**src/rtl/vga_sync_rx.sv**
```systemverilog
// VGA sync receiver: measures incoming hsync/vsync timing, locks onto the expected
// mode after consecutive good frames and recovers pixel coordinates while locked.
module vga_sync_rx #(
  parameter int H_TOTAL     = 800,
  parameter int H_SYNC      = 96,
  parameter int H_BP        = 48,
  parameter int H_ACTIVE    = 640,
  parameter int V_TOTAL     = 525,
  parameter int V_SYNC      = 2,
  parameter int V_BP        = 31,
  parameter int V_ACTIVE    = 480,
  parameter int LOCK_FRAMES = 2
) (
  input  logic        clk,
  input  logic        rst,
  input  logic        hsync_in,
  input  logic        vsync_in,
  output logic [9:0]  x,
  output logic [9:0]  y,
  output logic        active_video,
  output logic [10:0] line_len,
  output logic [9:0]  frame_lines,
  output logic        locked,
  output logic        new_frame,
  output logic        timing_err
);

  typedef enum logic [1:0] {SEARCH, VERIFY, LOCKED} state_t;

  localparam logic [10:0] L_HTOTAL = 11'(H_TOTAL);
  localparam logic [10:0] L_HSYNC  = 11'(H_SYNC);
  localparam logic [10:0] L_HSTART = 11'(H_SYNC + H_BP);
  localparam logic [10:0] L_HEND   = 11'(H_SYNC + H_BP + H_ACTIVE - 1);
  localparam logic [9:0]  L_VTOTAL = 10'(V_TOTAL);
  localparam logic [9:0]  L_VSTART = 10'(V_SYNC + V_BP);
  localparam logic [9:0]  L_VEND   = 10'(V_SYNC + V_BP + V_ACTIVE - 1);
  localparam logic [7:0]  L_LOCK   = 8'(LOCK_FRAMES);

  logic        r_hsQ;
  logic        r_vsQ;
  logic [10:0] r_hcnt;
  logic [10:0] r_hsWidth;
  logic [10:0] r_lineLen;
  logic [9:0]  r_vcnt;
  logic [9:0]  r_frameLines;
  logic        r_badSeen;
  logic        r_newFrame;
  state_t      r_state;
  logic [7:0]  r_goodCnt;
  logic        r_locked;
  logic        r_timingErr;
  logic [9:0]  r_x;
  logic [9:0]  r_y;
  logic        r_active;

  logic        w_hsFall;
  logic        w_hsRise;
  logic        w_vsFall;
  logic [10:0] w_hcntInc;
  logic [9:0]  w_vcntInc;
  logic        w_lineBad;
  logic        w_frameBad;
  logic        w_syncLoss;
  logic        w_inH;
  logic        w_inV;
  logic        w_act;

  // Edges are detected against the previous registered sample, so the counter
  // reset lands on the same clock that first sees the new level.
  assign w_hsFall   = r_hsQ & ~hsync_in;
  assign w_hsRise   = ~r_hsQ & hsync_in;
  assign w_vsFall   = r_vsQ & ~vsync_in;
  assign w_hcntInc  = (r_hcnt == 11'h7FF) ? r_hcnt : r_hcnt + 11'd1;
  assign w_vcntInc  = (r_vcnt == 10'h3FF) ? r_vcnt : r_vcnt + 10'd1;
  assign w_lineBad  = (w_hcntInc != L_HTOTAL) || (r_hsWidth != L_HSYNC);
  assign w_frameBad = (w_vcntInc != L_VTOTAL) || r_badSeen || (w_hsFall && w_lineBad);
  assign w_syncLoss = (r_hcnt == 11'h7FF);
  assign w_inH      = (r_hcnt >= L_HSTART) && (r_hcnt <= L_HEND);
  assign w_inV      = (r_vcnt >= L_VSTART) && (r_vcnt <= L_VEND);
  assign w_act      = r_locked && w_inH && w_inV;

  always_ff @(posedge clk or posedge rst) begin
    if (rst) begin
      r_hsQ        <= 1'b1;
      r_vsQ        <= 1'b1;
      r_hcnt       <= '0;
      r_hsWidth    <= '0;
      r_lineLen    <= '0;
      r_vcnt       <= '0;
      r_frameLines <= '0;
      r_badSeen    <= 1'b0;
      r_newFrame   <= 1'b0;
    end else begin
      r_hsQ      <= hsync_in;
      r_vsQ      <= vsync_in;
      r_newFrame <= w_vsFall;
      if (w_hsFall) begin
        r_hcnt    <= '0;
        r_lineLen <= w_hcntInc;
      end else begin
        r_hcnt <= w_hcntInc;
      end
      if (w_hsRise)
        r_hsWidth <= w_hcntInc;
      if (w_vsFall) begin
        r_vcnt       <= '0;
        r_frameLines <= w_vcntInc;
      end else if (w_hsFall) begin
        r_vcnt <= w_vcntInc;
      end
      // A bad line ending on the vsync edge belongs to the frame closing there.
      if (w_vsFall)
        r_badSeen <= 1'b0;
      else if (w_hsFall && w_lineBad)
        r_badSeen <= 1'b1;
    end
  end

  always_ff @(posedge clk or posedge rst) begin
    if (rst) begin
      r_state     <= SEARCH;
      r_goodCnt   <= '0;
      r_locked    <= 1'b0;
      r_timingErr <= 1'b0;
    end else begin
      r_timingErr <= 1'b0;
      case (r_state)
        SEARCH: begin
          if (w_vsFall) begin
            r_state   <= VERIFY;
            r_goodCnt <= '0;
          end
        end
        VERIFY: begin
          if (w_vsFall) begin
            if (w_frameBad) begin
              r_goodCnt <= '0;
            end else if ((r_goodCnt + 8'd1) >= L_LOCK) begin
              r_goodCnt <= r_goodCnt + 8'd1;
              r_state   <= LOCKED;
              r_locked  <= 1'b1;
            end else begin
              r_goodCnt <= r_goodCnt + 8'd1;
            end
          end
        end
        LOCKED: begin
          if ((w_hsFall && w_lineBad) || (w_vsFall && w_frameBad) || w_syncLoss) begin
            r_state     <= SEARCH;
            r_locked    <= 1'b0;
            r_timingErr <= 1'b1;
            r_goodCnt   <= '0;
          end
        end
        default: begin
          r_state  <= SEARCH;
          r_locked <= 1'b0;
        end
      endcase
    end
  end

  always_ff @(posedge clk or posedge rst) begin
    if (rst) begin
      r_x      <= '0;
      r_y      <= '0;
      r_active <= 1'b0;
    end else begin
      r_active <= w_act;
      r_x      <= w_act ? (r_hcnt[9:0] - L_HSTART[9:0]) : 10'd0;
      r_y      <= w_act ? (r_vcnt - L_VSTART) : 10'd0;
    end
  end

  assign x            = r_x;
  assign y            = r_y;
  assign active_video = r_active;
  assign line_len     = r_lineLen;
  assign frame_lines  = r_frameLines;
  assign locked       = r_locked;
  assign new_frame    = r_newFrame;
  assign timing_err   = r_timingErr;

endmodule
```
**config.mk**
```make
export PLATFORM = sky130hd
export DESIGN_NAME = vga_sync_rx
export DESIGN_NICKNAME = d
export VERILOG_FILES = /design/src/rtl/vga_sync_rx.sv
export SDC_FILE = /design/constraint.sdc
export NUM_CORES = 1
export LEC_CHECK = 0
export ABC_AREA = 1
export BUFFER_PORTS_ARGS = -buffer_cell sky130_fd_sc_hd__buf_2
export CORE_ASPECT_RATIO = 1.75
export CORE_MARGIN = 2
export CORE_UTILIZATION = 60
export CTS_BUF_LIST = sky130_fd_sc_hd__clkbuf_4
export DETAILED_ROUTE_END_ITERATION = 7
export GPL_TIMING_DRIVEN = 0
export PLACE_DENSITY = 0.77
export REMOVE_ABC_BUFFERS = 1
export SLEW_MARGIN = 5
export SYNTH_ARGS = -nofsm -noshare
export SYNTH_HDL_FRONTEND = slang
export SYNTH_SLANG_ARGS = --single-unit
```
**constraint.sdc**
```tcl
create_clock -name clk -period 3.8 [get_ports clk]
set_input_delay 0.57 -clock clk [delete_from_list [all_inputs] [get_ports clk]]
set_output_delay 0.57 -clock clk [all_outputs]
set_load 0.03 [all_outputs]
```
### Word-level counts from Yosys, hierarchy flattened

Index checks and enable logic that the tools add are counted.

* bits in latches: 0
* output and inout bits: 45
* logic and storage cells: 90
* memory bits (writable): 0
* ROM bits: 0
* register bits after elaboration: 90
* memories kept: 0

* order comparisons: 5
* divide/modulo/power cells: 0
* bitwise gates (word level): 7
* reduce and logical (&&, ||, !) cells: 18
* eq/ne operators: 12
* $add $sub $neg: 5
* $mul: 0
* mux-type cells: 27
* shift operators: 0

Operators by type and width (count)
* 10-bit 2-to-1 mux: 5
* 8-bit 2-to-1 mux: 4
* 8-bit case mux with 3 select lines: 1
* 11-bit 2-to-1 mux: 2
* 11-bit by 1-bit adder with 11-bit output, second input constant: 1
* 11-bit == test, second input constant: 1
* 11-bit by 8-bit >= comparator with 1-bit output, second input constant: 1
* 11-bit by 10-bit <= comparator with 1-bit output, second input constant: 1
* 11-bit by 10-bit != test with 1-bit output, second input constant: 1
* 11-bit by 7-bit != test with 1-bit output, second input constant: 1
* 10-bit by 1-bit adder with 10-bit output, second input constant: 1
* 10-bit == test, second input constant: 1
* 10-bit by 6-bit >= comparator with 1-bit output, second input constant: 1
* 10-bit <= comparator, second input constant: 1
* 2-bit 2-to-1 mux: 5
* 10-bit != test, second input constant: 1
* 2-bit != test, second input constant: 5
* 5-bit AND reduction: 2
* 10-bit by 6-bit subtractor with 10-bit output, second input constant: 1
* 10-bit by 8-bit subtractor with 10-bit output, second input constant: 1
* 8-bit by 1-bit adder with 8-bit output, second input constant: 1
* 8-bit by 2-bit >= comparator with 1-bit output, second input constant: 1
* 1-bit 2-to-1 mux: 8
* 1-bit logical AND: 6
* 11 further kinds: 21

### Longest topological paths before layout

Gate-level depths: netlist of run 1.

* depth after elaboration: 11
* gate-level depth with buffers: 16
* mapped depth without buffers: 16

### Least setup slack after synthesis of run 1

OpenSTA, ideal clock, no wires.

* path type: reg-to-reg
* start: register r_vcnt[0]
* end: register r_goodCnt[1]
* stages on the path, launching flop included: 16
* arrival: 1929 ps
* slack: 1753 ps
* buffers on the path: 0
* cell sequence: dfrtp_1 -> ha_1 -> nand2_1 -> nor2_4 -> nand3_4 -> inv_2 -> nor2_1 -> nand2_1 -> nor2_1 -> nand3_1 -> nand2_2 -> nand3_2 -> nand2_4 -> nand2_4 -> nand2_1 -> o21ai_2

* longest elaborated chain between the ends: 10

Ends and longest elaborated chain
* start, declared: line 44 `logic [9:0] r_vcnt;`
* start signal, assigned: line 109 `r_vcnt <= w_vcntInc;`
* 10-bit by 1-bit adder with 10-bit output or 10-bit == test (tied branches): line 74 `assign w_vcntInc = (r_vcnt == 10'h3FF) ? r_vcnt : r_vcnt + 10'd1;`
* 10-bit 2-to-1 mux (*): line 74
* 10-bit != test (*): line 76 `assign w_frameBad = (w_vcntInc != L_VTOTAL) || r_badSeen || (w_hsFall && w_lineBad);`
* 1-bit logical OR (*) (2 in a row): line 76
* 1-bit logical AND: line 148 `if ((w_hsFall && w_lineBad) || (w_vsFall && w_frameBad) || w_syncLoss) begin`
* 1-bit logical OR (2 in a row): line 148
* 2-bit != test (no source line)
* 4-bit AND reduction (no source line)
* end signal, assigned: line 139 `r_goodCnt <= r_goodCnt + 8'd1;`
* end signal, assigned: line 143 `r_goodCnt <= r_goodCnt + 8'd1;`
* end, declared: line 49 `logic [7:0] r_goodCnt;`

Mark *: on every way between the ends. The rest lies on a longest branch, timed or not. The select of a mux whose other input is x is not followed.
A chain may end at the register's enable or synchronous reset.

### Worst setup path in the final report of run 1

* start: register r_vcnt[0]
* end: register r_y[5], in the netlist y[5]

* longest elaborated chain between the ends: 4

Ends and longest elaborated chain
* 10-bit by 6-bit >= comparator with 1-bit output or 10-bit <= comparator (tied branches): line 79 `assign w_inV = (r_vcnt >= L_VSTART) && (r_vcnt <= L_VEND);`
* 1-bit logical AND: line 79
* 1-bit logical AND: line 80 `assign w_act = r_locked && w_inH && w_inV;`
* 10-bit 2-to-1 mux (*): line 171 `r_y <= w_act ? (r_vcnt - L_VSTART) : 10'd0;`
* end signal, assigned: line 171
* end, declared: line 53 `logic [9:0] r_y;`

Mark *: on every way between the ends. The rest lies on a longest branch, timed or not.

==> impl_metrics.tcl, run 1 <==
set metrics [dict create \
    hpwl_microns 7130 \
    p_sw_frac 0.326 \
    clock-sinks 90 \
    fmax_mhz 392 \
    tightest_slew_ns 0.801 \
    num_antenna_cells 0 \
    pre_cts_slack_ns 1.28 \
    h-tree-depth 3 \
    fin_ws_ns 1.25 \
    dr.first_iter.drc_count 194 \
    drive_gt1_frac 0.161 \
    cts-root-buf "clkbuf_4" \
    status "finished, final reports clean" \
    clock_path_buffers 2 \
    cap_violations 0 \
    required_ns 4.15 \
    antenna_found_initial 0 \
    clk_pin_slew_ns 0.14 \
    cts_inserted_buffers 9 \
    start_util 0.622 \
    routedWlPerCell_microns 14.1 \
    p_clk_frac 0.253 \
    die_h_microns 119 \
    finalHoldViolations 0 \
    final_util 0.682 \
    grt_setup_unrepaired "no" \
    netlist_instances 545 \
    die_x_microns 69.4 \
    p_int_mw 1.26 \
    endpoint_kind "flip-flop" \
    fin_nets 608 \
    grt-ovfl-total 0 \
    pwr-share-seq 0.575 \
    synth_seq_cells 90 \
    start_kind "flip-flop" \
    die_area_sq_um 8230 \
    coreArea_sq_um 7230 \
    crit_fanout 21 \
    ys_types 33 \
    grt_pass1_wl_microns 16300 \
    setup-violations-final 0 \
    grt_pass1_vias 3662 \
    cts_hold_buffers 0 \
    pwr-share-comb 0.172 \
    cp.arrival_ns 2.91 \
    slew_violations 0 \
    ios 49 \
    synth_warnings 0 \
    synth_area_sq_um 4500 \
    port_buffers 48 \
    cts_tree "built" \
    rows 41 \
    ir_drop_mv 0.303 \
    first_pass_iters 5 \
    grt_max_degree 51 \
    syn_to_final_growth_pct 9.63 \
    synth_top_cells_by_area "dfrtp_1 49%, nand2_1 10%, nor2_1 6.3%" \
    finalCritPeriodShare 0.672 \
    setup.worst_path.class "flip-flop to flip-flop" \
    finalClockSkew_ns 0.00842 \
    drcViolationCount 0 \
    switching_power_mw 0.609 \
    tns_ns 0 \
    yosys.area.top_type_share 0.490 \
    synth_area_per_cell_sq_um 8.25 \
    cts_resized 0 \
    post-route-min-period_ns 2.55 \
    wirelength_microns 9610 \
    powerDensity_nw_per_um2 379 \
    cts_setup_buffers 0 \
    yosysSeqAreaShare 0.501 \
    leakage_nw 2.69 \
    vias_per_cell 5.45 \
    clkLatencyLatePin_ns 0.45 \
    dr_total_vias 3720 \
    antenna_left 0 \
    hp-class "input pin to async pin" \
    grt_usage 0.246 \
    synth_top_cell_by_area "dfrtp_1" \
    relSlewSlack 0.465 \
    routabilityCongestion 0.909 \
]
-- worst max-delay path, stage by stage, from the launching register on --
cell,delay [ns]
dfrtp_1,0.59
inv_2,0.19
ha_1,0.27
nand2_1,0.10
o21ai_0,0.14
nand3_1,0.12
nand4_1,0.64
nor3b_1,0.41
-- per-layer routing --
| layer | part of all wire | wire, microns | GRT usage |
|---|---|---|---|
| met2 | 0.53 | 5130 | 0.442 |
| met3 | 0.036 | 342 | 0.0384 |
| met4 | 0.025 | 239 | 0.110 |
| met1 | 0.41 | 3890 | 0.284 |
| met5 | 0 | 0 | 0 |
-- kinds of logic (layout without fill, tap and decap cells) --
family                     Yosys count  count (layout)  share of synthesized area
and+or+nand+nor                    278             278                      0.279
buffers and inverters               83             135                     0.0726
adders and majority gates           12              12                     0.0334
DFF                                 90              90                      0.501
AOI/OAI and AO/OA                   65              65                     0.0810
xor gates and xnor gates            17              17                     0.0331
-- final timing paths --
check | start | to | slack [ns] | cells after the start
worst max-delay path | r_vcnt[0] | y[5] | 1.25 | 7
worst min-delay path | rst | r_goodCnt[1] | 0.15 | 2
worst max register to register | r_vcnt[0] | y[5] | 1.25 | 7
worst min register to register | frame_lines[4] | frame_lines[4] | 0.50 | 2
max in group asynchronous | rst | r_hsQ | 2.98 | 3
min in group clk | hsync_in | r_hsQ | 0.21 | 1
-- Yosys cell counts, drive strengths merged --
library cell,count
a21oi,10
a31oi,7
a41oi,1
and3,1
buf,6
clkbuf,7
clkinv,1
dfrtp,88
dfstp,2
ha,12
inv,69
nand2,126
nand3,44
nand4,14
nor2,82
nor3,8
nor3b,1
o21ai,37
o22ai,9
o41ai,1
or2,2
xnor2,1
xor2,16
-- state kept, by name, indices dropped and copies added (netlist names), 2 cells and up --
signal / flops
y: 10
r_hsWidth: 11
r_goodCnt: 8
r_hcnt: 11
r_state: 2
r_vcnt: 10
frame_lines: 10
x: 10
line_len: 11
-- per-stage QoR --
stage | cell area (sq um) | total power, mW | instances | hold slack, ns
2_1_floorplan | 4430 | 1.31 | 532 | 0.453
3_3_place_gp | 4780 | 1.40 | 666 | 0.462
3_5_place_dp | 4810 | 1.41 | 667 | 0.470
4_1_cts | 4930 | 1.88 | 683 | 0.139
5_1_grt | 4930 | 1.97 | 683 | 0.169
6_report | 4930 | 1.87 | 683 | 0.146
-- layout make-up --
class                   instances  area [sq um]
fillers                       592          2300
flip-flops and latches         90          2250
multi-input cells             372          1920
repair buffers                 49           268
inverters                      70           267
well taps                      86           108
clock buffers                  10          75.1
clock inverters                 6          42.5
-- placed cells by master (no fill, tap or decap), drive strengths merged, types with 2 or more instances in the layout --
cell        n
nand2     126
dfrtp      88
nor2       82
inv        70
buf        49
nand3      44
o21ai      37
xor2       16
nand4      14
ha         12
a21oi      10
clkbuf     10
o22ai       9
nor3        8
a31oi       7
clkinv      4
or2         2
clkinvlp    2
dfstp       2
-- power by group through the flow --
stage          clock network (mW)  registers, mW  logic (mW)
5_1_grt                     0.525           1.08       0.358
4_1_cts                     0.484           1.07       0.324
3_3_place_gp                    0           1.09       0.311
6_report                    0.472           1.07       0.321
2_1_floorplan                   0           1.13       0.188
3_5_place_dp                    0           1.09       0.323
Power figures use the tool's default switching activity.
==> inputs of run 2 (changes only) <==
==> constraint.sdc (replaced) <==
create_clock -name clk -period 2.5 [get_ports clk]
set_input_delay 0.375 -clock clk [delete_from_list [all_inputs] [get_ports clk]]
set_output_delay 0.375 -clock clk [all_outputs]
set_load 0.03 [all_outputs]
==> impl_metrics.tcl, run 2 (synthesis gave the netlist of run 1 again) <==
set metrics [dict create \
    vias_per_cell 5.46 \
    fin_nets 623 \
    finalClockSkew_ns 0.0125 \
    routed-wl-met3_microns 368 \
    cp_common_cell "nand2_1" \
    status "finished, final reports clean" \
    leakage_nw 2.77 \
    cpMaxStageDelayCell "dfrtp_2" \
    die_area_sq_um 8230 \
    r2r_slack_ns 0.19 \
    finalCritPeriodShare 0.923 \
    r2r-start "r_hcnt[1]" \
    grt_pass1_vias 3693 \
    start_util 0.622 \
    dr.first_iter.drc_count 222 \
    cap_violations 0 \
    endpoint_kind "flip-flop" \
    ir_drop_mv 0.469 \
    max_stage_delay_ns 0.41 \
    clock-sinks 90 \
    tns_ns 0 \
    reg2reg_to "r_goodCnt[7]" \
    required_ns 2.86 \
    cp.arrival_ns 2.67 \
    post-route-min-period_ns 2.31 \
    ff2ff_path_depth 16 \
    tightest_slew_ns 0.635 \
    most-common-layout-cells "121 x nand2_1, 83 x dfrtp_1, 73 x nor2_1" \
    grt-ovfl-total 0 \
    grt_max_degree 51 \
    clock_path_buffers 2 \
    rows 41 \
    dr_wl_met2_microns 5430 \
    drcViolationCount 0 \
    slew_violations 0 \
    finalHoldViolations 0 \
    setup-violations-final 0 \
    die_h_microns 119 \
    start_kind "flip-flop" \
    hp-class "input pin to async pin" \
    coreArea_sq_um 7230 \
    cts-root-buf "clkbuf_4" \
    routabilityCongestion 0.909 \
    hpwl_microns 7130 \
    die_x_microns 69.4 \
    cts_tree "built" \
    port_buffers 48 \
    path_cells "ha_1 -> nand3_2 -> inv_2 -> nand3_4 -> nand2_1 -> nand2_1 -> nor2_1 -> nand2_1 -> nor2_1 -> nand2_1 -> nand2_2 -> nand3_2 -> nand2_4 -> nand2_4 -> nand3_1 -> nand2_1" \
    antenna_found_initial 0 \
    drive_gt1_frac 0.191 \
    cts_inserted_buffers 9 \
    ios 49 \
    syn_to_final_growth_pct 13.0 \
    h-tree-depth 3 \
    wl_met1_microns 3980 \
    top_layer "met4" \
    routedWlPerCell_microns 14.3 \
    antenna_left 0 \
    grt_usage 0.249 \
    crit_fanout 11 \
    clk_pin_slew_ns 0.14 \
    grt_pass1_wl_microns 16500 \
    layout_commonest_cell "nand2_1" \
    finalPower_mw 2.88 \
    wirelength_microns 10000 \
    first_pass_iters 4 \
    relSlewSlack 0.576 \
    fmax_mhz 434 \
    num_antenna_cells 0 \
    dr_total_vias 3808 \
    holdWs_ns 0.492 \
    clkLatencyLatePin_ns 0.45 \
    setup.worst_path.class "flip-flop to flip-flop" \
    powerDensity_nw_per_um2 567 \
]
[run 2: critical path: cells and delay by family (launching register included)]
kind	cells	cell delay (ns)
adder cells (fa/ha/maj)	1	0.21
AND/OR/NAND/NOR	14	1.45
flip-flops	1	0.41
buffers and inverters	1	0.13
[run 2: how the worst max path moves through the flow]
stage,from,end,slack [ns],depth (start not counted)
CTS,r_vcnt[0],r_goodCnt[7],0.02,15
global route,r_hcnt[1],r_goodCnt[7],-0.03,16
finish,r_hcnt[1],r_goodCnt[7],0.19,16
global placement,rst,x[2],-1.08,2
floorplan,rst,active_video,-0.21,1
detailed placement,r_vcnt[0],x[7],-0.02,7
[run 2: per-layer routing]
layer | up-vias | global-route usage
met3 | 18 | 0.0375
met4 | 0 | 0.110
met1 | 1831 | 0.287
met5 | - | 0
met2 | 85 | 0.450
li1 | 1874 | -
[run 2: through the flow]
step           cells  worst slack [ns]  instance area [sq um]  utilization
2_1_floorplan    532            -0.207                   4430            -
3_3_place_gp     666             -1.08                   4780        0.661
3_5_place_dp     667           -0.0156                   4810        0.665
4_1_cts          686            0.0212                   4960        0.686
5_1_grt          698           -0.0314                   5080        0.703
6_report         698             0.193                   5080        0.703
[run 2: cell type report]
type | count | area, sq um
clock buffer | 10 | 75.1
clock inverter | 6 | 42.5
fill | 574 | 2150
inverter | 70 | 267
multi-input combinational | 373 | 1950
sequential | 90 | 2260
tap | 86 | 108
timing repair buffer | 63 | 380
[run 2: what timing repair did]
| item | CTS | global route |
|---|---|---|
| gates resized for setup | 2 | 12 |
| setup endpoints to repair | 11 | 12 |
| setup buffers | 0 | 11 |
| endpoints found under the hold margin | 41 | 1 |
| pin swaps | 0 | 2 |
| hold buffers | 2 | 1 |
| cloned | 1 | 0 |
[run 2: where the power goes]
part	leakage, nW	internal (mW)	switching (mW)	total, mW
Sequential	1.20	1.55	0.0760	1.63
Combinational	1.50	0.175	0.360	0.535
Clock	0.0628	0.217	0.502	0.720
